--- src/rtl/vga_mode_ctrl.sv ---
// vga_mode_ctrl: configuration sequencer for the VGA demo video path.
// Debounces the board switches and two push-buttons and drives the datapath
// select and background-colour controls. Manual mode follows the switches;
// auto-demo mode steps through the four path configurations every
// FRAMES_PER_STEP frames. Datapath controls change only on a frame tick.
//
// Ports:
//   i_clk          pixel/system clock
//   i_reset        asynchronous, active-high reset
//   i_sw[3:0]      raw switches: [1:0] background colour, [2] bypass bar, [3] bypass gray
//   i_btn_mode     raw button, toggles manual / auto
//   i_btn_pause    raw button, pauses / resumes auto stepping
//   i_vsync        vsync from the sync unit, synchronous to i_clk
//   o_bypass_bar   1 = background colour feeds the gray mux, 0 = bar pattern
//   o_bypass_gray  1 = colour passes through, 0 = gray conversion
//   o_back_rgb     background colour
//   o_state        0 = MANUAL, 1 = AUTO_RUN, 2 = AUTO_PAUSE
//   o_step         current auto step
//   o_frame_tick   one-cycle pulse at each frame boundary
module vga_mode_ctrl #(
    parameter int unsigned     CD              = 12,
    parameter int unsigned     DB_CYCLES       = 250000,
    parameter int unsigned     FRAMES_PER_STEP = 120,
    parameter logic [CD-1:0]   AUTO_BG         = 'h00F,
    parameter logic            VSYNC_ACTIVE    = 1'b0
) (
    input  logic          i_clk,
    input  logic          i_reset,
    input  logic [3:0]    i_sw,
    input  logic          i_btn_mode,
    input  logic          i_btn_pause,
    input  logic          i_vsync,
    output logic          o_bypass_bar,
    output logic          o_bypass_gray,
    output logic [CD-1:0] o_back_rgb,
    output logic [1:0]    o_state,
    output logic [1:0]    o_step,
    output logic          o_frame_tick
);

    localparam int unsigned    DBW     = $clog2(DB_CYCLES);
    localparam int unsigned    FCW     = (FRAMES_PER_STEP > 1) ? $clog2(FRAMES_PER_STEP) : 1;
    localparam logic [DBW-1:0] DB_LAST = DBW'(DB_CYCLES - 1);
    localparam logic [FCW-1:0] FC_LAST = FCW'(FRAMES_PER_STEP - 1);

    typedef enum logic [1:0] {
        StManual    = 2'd0,
        StAutoRun   = 2'd1,
        StAutoPause = 2'd2
    } state_t;

    // Debounce: bits [3:0] switches, [4] mode button, [5] pause button.
    logic [5:0]     w_raw;
    logic [5:0]     r_db;
    logic [DBW-1:0] r_db_cnt [6];

    assign w_raw = {i_btn_pause, i_btn_mode, i_sw};

    always_ff @(posedge i_clk or posedge i_reset) begin
        if (i_reset) begin
            r_db <= '0;
            for (int i = 0; i < 6; i++) r_db_cnt[i] <= '0;
        end else begin
            for (int i = 0; i < 6; i++) begin
                if (w_raw[i] == r_db[i]) begin
                    r_db_cnt[i] <= '0;
                end else if (r_db_cnt[i] == DB_LAST) begin
                    r_db[i]     <= w_raw[i];
                    r_db_cnt[i] <= '0;
                end else begin
                    r_db_cnt[i] <= r_db_cnt[i] + DBW'(1);
                end
            end
        end
    end

    // Button press pulses on the rising edge of the debounced level.
    logic [1:0] r_btn_prev;
    logic       w_press_mode;
    logic       w_press_pause;

    assign w_press_mode  = r_db[4] & ~r_btn_prev[0];
    assign w_press_pause = r_db[5] & ~r_btn_prev[1];

    // Frame tick: registered leading-edge detect of vsync.
    logic r_vsync_prev;
    logic r_frame_tick;
    logic w_vs_edge;

    assign w_vs_edge = (i_vsync == VSYNC_ACTIVE) && (r_vsync_prev != VSYNC_ACTIVE);

    always_ff @(posedge i_clk or posedge i_reset) begin
        if (i_reset) begin
            r_btn_prev   <= '0;
            r_vsync_prev <= ~VSYNC_ACTIVE;
            r_frame_tick <= 1'b0;
        end else begin
            r_btn_prev   <= r_db[5:4];
            r_vsync_prev <= i_vsync;
            r_frame_tick <= w_vs_edge;
        end
    end

    // Mode FSM and auto-step counters.
    state_t         r_state, w_state_d;
    logic [1:0]     r_step, w_step_d;
    logic [FCW-1:0] r_fcnt, w_fcnt_d;

    always_comb begin
        w_state_d = r_state;
        w_step_d  = r_step;
        w_fcnt_d  = r_fcnt;

        if (r_state == StAutoRun && r_frame_tick) begin
            if (r_fcnt == FC_LAST) begin
                w_fcnt_d = '0;
                w_step_d = r_step + 2'd1;
            end else begin
                w_fcnt_d = r_fcnt + FCW'(1);
            end
        end

        // Mode press has priority over pause press in the same cycle.
        case (r_state)
            StManual: begin
                if (w_press_mode) begin
                    w_state_d = StAutoRun;
                    w_step_d  = 2'd0;
                    w_fcnt_d  = '0;
                end
            end
            StAutoRun: begin
                if (w_press_mode)       w_state_d = StManual;
                else if (w_press_pause) w_state_d = StAutoPause;
            end
            StAutoPause: begin
                if (w_press_mode)       w_state_d = StManual;
                else if (w_press_pause) w_state_d = StAutoRun;
            end
            default: w_state_d = StManual;
        endcase
    end

    always_ff @(posedge i_clk or posedge i_reset) begin
        if (i_reset) begin
            r_state <= StManual;
            r_step  <= 2'd0;
            r_fcnt  <= '0;
        end else begin
            r_state <= w_state_d;
            r_step  <= w_step_d;
            r_fcnt  <= w_fcnt_d;
        end
    end

    // Pending configuration from the current (pre-update) state and step.
    logic          w_cfg_bb;
    logic          w_cfg_bg;
    logic [CD-1:0] w_cfg_rgb;

    always_comb begin
        w_cfg_bb  = 1'b0;
        w_cfg_bg  = 1'b1;
        w_cfg_rgb = AUTO_BG;
        if (r_state == StManual) begin
            w_cfg_bb  = r_db[2];
            w_cfg_bg  = r_db[3];
            w_cfg_rgb = {{(CD-2){1'b0}}, r_db[1:0]};
        end else begin
            case (r_step)
                2'd0:    begin w_cfg_bb = 1'b0; w_cfg_bg = 1'b1; end
                2'd1:    begin w_cfg_bb = 1'b0; w_cfg_bg = 1'b0; end
                2'd2:    begin w_cfg_bb = 1'b1; w_cfg_bg = 1'b1; end
                default: begin w_cfg_bb = 1'b1; w_cfg_bg = 1'b0; end
            endcase
        end
    end

    // Datapath controls change only at a frame boundary to avoid tearing.
    logic          r_bb;
    logic          r_bg;
    logic [CD-1:0] r_rgb;

    always_ff @(posedge i_clk or posedge i_reset) begin
        if (i_reset) begin
            r_bb  <= 1'b0;
            r_bg  <= 1'b1;
            r_rgb <= '0;
        end else if (r_frame_tick) begin
            r_bb  <= w_cfg_bb;
            r_bg  <= w_cfg_bg;
            r_rgb <= w_cfg_rgb;
        end
    end

    assign o_bypass_bar  = r_bb;
    assign o_bypass_gray = r_bg;
    assign o_back_rgb    = r_rgb;
    assign o_state       = r_state;
    assign o_step        = r_step;
    assign o_frame_tick  = r_frame_tick;

endmodule

--- config.mk ---
export PLATFORM = sky130hd
export DESIGN_NAME = vga_mode_ctrl
export DESIGN_NICKNAME = d
export VERILOG_FILES = /design/src/rtl/vga_mode_ctrl.sv
export SDC_FILE = /design/constraint.sdc
export NUM_CORES = 1
export LEC_CHECK = 0
export CAP_MARGIN = 20
export CELL_PAD_IN_SITES_DETAIL_PLACEMENT = 1
export CELL_PAD_IN_SITES_GLOBAL_PLACEMENT = 1
export CORE_MARGIN = 1.5
export CORE_UTILIZATION = 50
export CTS_BUF_LIST = sky130_fd_sc_hd__clkbuf_4
export DETAILED_ROUTE_END_ITERATION = 10
export GPL_TIMING_DRIVEN = 0
export PLACE_DENSITY_LB_ADDON = 0.15
export SLEW_MARGIN = 5
export SYNTH_ARGS = -nofsm -noshare
export SYNTH_HDL_FRONTEND = slang
export SYNTH_SLANG_ARGS = --single-unit
--- constraint.sdc ---
create_clock -name i_clk -period 4.7 [get_ports i_clk]
set_input_delay 0.47 -clock i_clk [delete_from_list [all_inputs] [get_ports i_clk]]
set_output_delay 0.47 -clock i_clk [all_outputs]
set_load 0.005 [all_outputs]
# --- After elaboration in Yosys (flattened, before gate mapping) ---
# Index checks and enable logic that the tools add are counted.
totals:
  reg_bits: 143
  word_cells: 104
classes:
  bitwise: 11
  n_reduce_logical: 13
  addsub: 8
  muxes: 31
  eq_ne: 20
ops:
  columns: ["operator", "count"]
  rows:
  - ["$mux 18", 12]
  - ["$add 18x1->18 const B", 6]
  - ["$eq 18x18->1 const B", 6]
  - ["$mux 7", 4]
  - ["$mux 2", 9]
  - ["$reduce_and 2->1", 6]
  - ["$not 1->1", 9]
  - ["$add 7x1->7 const B", 1]
  - ["$eq 7x7->1 const B", 1]
  - ["$eq 1x1->1", 6]
  - ["$ne 3x3->1 const B", 2]
  - ["$pmux 2 s3", 1]
  - ["$eq 2x1->1 const B", 2]
  - ["$eq 2x2->1 const B", 2]
  - ["$logic_not 2->1", 2]
  - ["$mux 1", 4]
  - ["$mux 4", 1]
  - ["$reduce_or 2->1", 2]
  - ["$reduce_and 3->1", 1]
  - ["$add 2x1->2 const B", 1]
  - ["$and 1x1->1", 2]
  - ["$logic_and 1x1->1", 2]
  - ["$ne 2x2->1 const B", 1]

# --- Depth between registers and ports, before layout ---
# Gate-level depths: netlist (run 1).
logic_depth:
  ltp_word: 5
  mapped_depth: 6
  depth_no_buf: 5

# --- Least setup slack after synthesis (run 1) ---
# No wires, ideal clock.
synth_path:
  path_type: "register -> register"
  from: "register r_db_cnt[18] (netlist name)"
  to: "register r_db_cnt[27] (netlist name)"
  period_less_slack_ps: 1817
  path_slack_ps: 2883
  stages_incl_launch_ff: 6
  setup_time_ps: 122
  arrival_ps: 1695
  path_cell_list: "dfrtp_1 > ha_1 > nand3_2 > o41ai_2 > buf_2 > nor2_1"
synth_between:
  elab_chain_cells: 3
synth_lines:
  columns: ["item", "line", "text"]
  rows:
  - ["start, declared", "55", "logic [DBW-1:0] r_db_cnt [6];"]
  - ["start signal, assigned by index", "71", "r_db_cnt[i] <= r_db_cnt[i] + DBW'(1);"]
  - ["$add 18x1->18 / $eq 18x18->1 (equally long branches)", "71, 67", null]
  - ["$mux 18 (*)", "67", "end else if (r_db_cnt[i] == DB_LAST) begin"]
  - ["$mux 18 (*)", "65", "if (w_raw[i] == r_db[i]) begin"]
# Every way passes the cells marked *; elsewhere a longest branch is shown, timed or not.
# A chain may end at the register's enable or synchronous reset.

# --- Worst setup path after layout (run 1) ---
layout_path:
  from: "register r_db_cnt[54] (netlist name)"
  to: "register r_db_cnt[69] (netlist name)"
# The elaborated chain is that of the path after synthesis.

==> impl_metrics.env, run 1 <==
export IMPL_ys_seq_area_share_pct=49.8
export IMPL_clockBufferDepth=2
export IMPL_path_max_fanout=10
export IMPL_whs_ps=309
export IMPL_synth_area_leaders="dfrtp_1, xnor2_1, nor2_1, nor4_1, xor2_1"
export IMPL_cts_sinks=134
export IMPL_clk_latency_ps=550
export IMPL_rsz0062_at_grt="no"
export IMPL_finalCriticalPeriod_ps=2360
export IMPL_cts_root_buf="clkbuf_4"
export IMPL_start_util_pct=51.1
export IMPL_routedWlPerCell_um=16.4
export IMPL_min_period_over_period_pct=50.2
export IMPL_clk_pin_slew_worst_paths_ps=110
export IMPL_final_cell_area_mm2=0.00749
export IMPL_syn_area_mm2=0.00674
export IMPL_netlist_area_leader_share_pct=49.0
export IMPL_dieArea_mm2=0.0142
export IMPL_dpl_hpwl_um=10400
export IMPL_hold_class="in2async"
export IMPL_async_flop_share_pct=100
export IMPL_final_common_cell="dfrtp_1"
export IMPL_fmax_ghz=0.424
export IMPL_yosysTopAreaCell="dfrtp_1"
export IMPL_cts_tree="yes"
export IMPL_r2r_cells=5
export IMPL_synth_edf_count=0
export IMPL_cap_violations=0
export IMPL_crit_path_cell_trace="ha_1 -> nand3_1 -> o41ai_4 -> buf_2 -> nor2_1"
export IMPL_worst_pin_slew_ps=851
export IMPL_final_cell_mix="dfrtp_1, nor2_1, xnor2_1"
export IMPL_dr_pass1_iters=4
export IMPL_worst_endpoint_arrival_ps=2790
export IMPL_leakagePower_uw=0.00306
export IMPL_path_buf_inv=1
export IMPL_vias_per_cell=5.60
export IMPL_ctsResizeCount=0
export IMPL_slew_limit_headroom_pct=42.7
export IMPL_grt_max_degree=93
export IMPL_fin_skew_ps=12.0
export IMPL_cts_hold_buf=0
export IMPL_post_cts_buffers=0
export IMPL_reg2reg_from="r_db_cnt[54]"
export IMPL_finalHoldViolations=0
export IMPL_crit_required_ps=5130
export IMPL_critPathTopFamily="compound AO/OA/AOI/OAI gates"
export IMPL_worst_setup_path_end_kind="flip-flop"
export IMPL_critPathMaxStageDelay_ps=760
export IMPL_critPathLaunch="r_db_cnt[54]"
export IMPL_drc_errors=0
export IMPL_grt_pass1_wl_um=25400
export IMPL_yosysWarnings=0
export IMPL_routabilityCongestion=0.783
export IMPL_grt_ovfl_total=0
export IMPL_rows=42
export IMPL_cts_buffers=17
export IMPL_synth_distinct_cells=41
export IMPL_crit_path_end="r_db_cnt[69]"
export IMPL_syn_inst=675
export IMPL_synth_seq_cells=134
export IMPL_track_usage_pct=22.3
export IMPL_nFillCells=1511
export IMPL_io_pins=28
export IMPL_ir_drop_mv=0.261
export IMPL_nets=740
export IMPL_die_y_um=119
export IMPL_grt_pass1_vias=5347
export IMPL_core_area_mm2=0.0132
export IMPL_wirelength_um=15000
export IMPL_p_per_area_mw_per_mm2=277
export IMPL_rrSetupSlack_ps=2340
export IMPL_r2r_end="r_db_cnt[69]"
export IMPL_synthFlopType="dfrtp_1"
export IMPL_drive_gt1_share_pct=10.5
export IMPL_io_buffer_count=19
export IMPL_critical_path_slowest_cell="o41ai_4"
export IMPL_critPathLaunchType="flip-flop"
export IMPL_drt_iter0_drc=333
export IMPL_ant_nets=0
export IMPL_area_growth_pct=11.2
export IMPL_antenna_found_initial=1
export IMPL_status="completed"
export IMPL_dr_total_vias=5100
export IMPL_syn_area_per_cell_um2=9.98
export IMPL_postPlaceCellArea_mm2=0.00721
export IMPL_cp_depth=5
export IMPL_ctsHtreeMaxLevel=4
export IMPL_criticalPathCategory="reg2reg"
export IMPL_fp_dieW_um=119
export IMPL_maxSlewViolCount=0
export IMPL_setup_violations=0
routing by layer:
layer  track usage [%]  up-vias  part of all wire, %
li1                  -     2427                    -
met1              28.2     2588                   45
met2              37.7       63                   51
met3              4.02       22                  2.0
met4              9.79        0                  1.8
met5                 0        -                    0
flip-flops by register name, summed over array words and instances (netlist names):
signal and flops:
r_db_cnt 108, r_fcnt 7, r_db 6, o_back_rgb 3, o_state 2, o_step 2, r_btn_prev 2, o_bypass_bar 1
o_bypass_gray 1, o_frame_tick 1, r_vsync_prev 1
where the power goes:
| group | internal, uW | total (uW) | switching, uW | leakage (uW) |
|---|---|---|---|---|
| combinational | 44.5 | 109 | 64.0 | 0.00106 |
| clock | 369 | 780 | 411 | 0.000164 |
| sequential | 1170 | 1190 | 17.9 | 0.00184 |
| total | 1580 | 2080 | 493 | 0.00306 |
synthesized netlist by cell type (all sizes together) (7+ instances only):
| library cell | instances |
|---|---|
| a21oi | 15 |
| buf | 16 |
| dfrtp | 132 |
| ha | 10 |
| inv | 24 |
| mux2 | 7 |
| nand2 | 34 |
| nand3 | 41 |
| nand4 | 29 |
| nor2 | 129 |
| nor3 | 26 |
| nor4 | 48 |
| xnor2 | 77 |
| xor2 | 23 |
kinds of logic after synthesis:
group | share of synthesized area (%)
buffers and inverters | 3.32
multiplexers | 1.62
other | 0.0557
XOR/XNOR | 13.0
flip-flops | 49.8
AO/OA/AOI/OAI | 4.44
AND/OR/NAND/NOR | 25.9
adder cells (fa/ha/maj) | 1.86
worst min path at each step:
stage / startpoint / to / cells past startpoint
finish: i_reset / r_db_cnt[35] / 2
global route: i_reset / r_db_cnt[35] / 2
CTS: i_reset / r_db_cnt[20] / 2
detailed placement: r_db[4] / r_btn_prev[0] / 0
global placement: r_db[4] / r_btn_prev[0] / 0
floorplan: r_db[4] / r_btn_prev[0] / 0
stage by stage:
stage / utilization [%] / worst slack, ps / TNS (ps) / power [uW] / instances
6_report: 56.8 / 2340 / 0 / 2080 / 911
5_1_grt: 56.8 / 2220 / 0 / 2160 / 911
4_1_cts: 56.8 / 2350 / 0 / 2110 / 910
3_5_place_dp: 54.6 / 2390 / 0 / 1320 / 878
3_3_place_gp: 54.4 / -1230 / -160770 / 1310 / 877
2_1_floorplan: - / 651 / 0 / 1270 / 682
area by class of cell:
cell class,count,area (um2),share of cell area [%]
sequential,134,3360,44.8
multi-input combinational,502,3180,42.5
tap,176,220,2.94
timing repair buffer,20,218,2.91
clock buffer,19,143,1.90
clock inverter,13,138,1.84
buffer,22,134,1.79
inverter,24,95.1,1.27
antenna,1,2.50,0.0334
No activity file was read; power rests on OpenSTA's default activity.
==> inputs of run 2 (changes only) <==
Clock period 4.7 ns to 2.36 ns, I/O delays scaled along.
==> impl_metrics.env, run 2 (synthesis gave the netlist of run 1 again) <==
export IMPL_rsz0062_at_grt="no"
export IMPL_wirelength_um=14700
export IMPL_finish_utilization_pct=57.2
export IMPL_crit_required_ps=2800
export IMPL_critPathMaxStageDelay_ps=710
export IMPL_clockBufferDepth=2
export IMPL_cts_sinks=134
export IMPL_io_pins=28
export IMPL_hold_class="in2reg"
export IMPL_reg_top3="r_db_cnt x108, r_fcnt x7, r_db x6"
export IMPL_dr_total_vias=5088
export IMPL_worst_pin_slew_ps=679
export IMPL_dp_cells=880
export IMPL_worst_setup_path_end_kind="flip-flop"
export IMPL_crit_path_cell_trace="ha_1 -> nand3_1 -> o41ai_4 -> buf_4 -> nor2_1"
export IMPL_critical_path_slowest_cell="o41ai_4"
export IMPL_grt_max_degree=41
export IMPL_final_cell_area_mm2=0.00754
export IMPL_ctsHtreeMaxLevel=4
export IMPL_routabilityCongestion=0.765
export IMPL_largest_reg_flops=108
export IMPL_maxSlewViolCount=0
export IMPL_slew_limit_headroom_pct=54.6
export IMPL_clk_pin_slew_worst_paths_ps=110
export IMPL_path_max_fanout=10
export IMPL_io_buffer_count=19
export IMPL_grt_pass1_wl_um=25600
export IMPL_fin_skew_ps=16.2
export IMPL_leakagePower_uw=0.00309
export IMPL_grt_ovfl_total=0
export IMPL_cts_buffers=17
export IMPL_start_util_pct=51.1
export IMPL_area_growth_pct=12.0
export IMPL_p_per_area_mw_per_mm2=541
export IMPL_rows=42
export IMPL_finalHoldViolations=0
export IMPL_setup_violations=0
export IMPL_status="completed"
export IMPL_worst_endpoint_arrival_ps=2590
export IMPL_grt_pass1_vias=5445
export IMPL_routedWlPerCell_um=16.1
export IMPL_track_usage_pct=22.4
export IMPL_core_area_mm2=0.0132
export IMPL_fmax_ghz=0.464
export IMPL_min_period_over_period_pct=91.3
export IMPL_dieArea_mm2=0.0142
export IMPL_clk_latency_ps=560
export IMPL_top_register="r_db_cnt"
export IMPL_fin_cells=918
export IMPL_fp_dieW_um=119
export IMPL_cts_root_buf="clkbuf_4"
export IMPL_dr_pass1_iters=4
export IMPL_finalCriticalPeriod_ps=2150
export IMPL_drive_gt1_share_pct=10.7
export IMPL_die_y_um=119
export IMPL_setup_tns_final_ps=0
export IMPL_final_common_cell="dfrtp_1"
export IMPL_criticalPathCategory="reg2reg"
export IMPL_vias_per_cell=5.54
export IMPL_postPlaceCellArea_mm2=0.00724
export IMPL_antenna_found_initial=1
export IMPL_cts_tree="yes"
export IMPL_cap_violations=0
export IMPL_nets=745
export IMPL_nFillCells=1520
export IMPL_ant_nets=0
export IMPL_final_cell_mix="dfrtp_1, nor2_1, xnor2_1"
export IMPL_cts_hold_buf=0
export IMPL_dpl_hpwl_um=10500
export IMPL_drc_errors=0
export IMPL_critPathLaunchType="flip-flop"
export IMPL_drt_iter0_drc=203
export IMPL_ir_drop_mv=0.458
==> run 2: cell type report <==
type                            instances  area (um2)  share of cell area, %
Sequential cell                       134        3360                   44.5
Multi-Input combinational cell        502        3190                   42.4
Timing Repair Buffer                   25         273                   3.62
Tap cell                              176         220                   2.92
Clock buffer                           24         180                   2.39
Buffer                                 22         134                   1.78
Inverter                               24        93.8                   1.24
Clock inverter                          8        83.8                   1.11
Antenna cell                            3        7.51                 0.0995
==> run 2: per-stage QoR <==
stage          power (uW)  setup WS [ps]  hold WS (ps)
2_1_floorplan        2540            460           240
3_3_place_gp         2610           -757           419
3_5_place_dp         2640           35.4           433
4_1_cts              4130           30.7          84.5
5_1_grt              4250           13.9          89.8
6_report             4080            206           125
==> run 2: critical path, delay by kind of cell, from the launching register on <==
kind                     cells  cell delay, ps
AO/OA/AOI/OAI                1             710
buffers and inverters        1             290
adder cells (fa/ha/maj)      1             210
flip-flops                   1             420
AND/OR/NAND/NOR              2             410
==> run 2: path summary, 6_finish.rpt <==
check	cells after the start	slack (ps)	startpoint	end
max in group asynchronous	3	1560	i_reset	o_bypass_gray
worst max-delay path	5	210	r_db_cnt[36]	r_db_cnt[47]
worst max register to register	5	210	r_db_cnt[36]	r_db_cnt[47]
min in group asynchronous	2	140	i_reset	r_db_cnt[101]
worst min-delay path	1	130	i_vsync	r_vsync_prev
worst min register to register	0	450	r_db[4]	r_btn_prev[0]
==> run 2: power breakdown <==
group / switching (uW) / leakage [uW] / internal [uW]
sequential: 34.4 / 0.00184 / 2330
clock: 795 / 0.000150 / 693
combinational: 128 / 0.00110 / 97.5
total: 958 / 0.00309 / 3120
==> run 2: per-layer routing <==
| metal | global-route usage [%] | up-vias | part of all wire, % |
|---|---|---|---|
| met3 | 4.50 | 22 | 2.2 |
| met4 | 7.76 | 0 | 1.5 |
| met1 | 28.6 | 2561 | 45 |
| met5 | 0 | - | 0 |
| met2 | 38.2 | 54 | 51 |
| li1 | - | 2451 | - |
==> run 2: timing repair <==
action / CTS / global route
gates resized for setup: 0 / 1
setup buffers: 0 / 3
setup endpoints to repair: 0 / 30
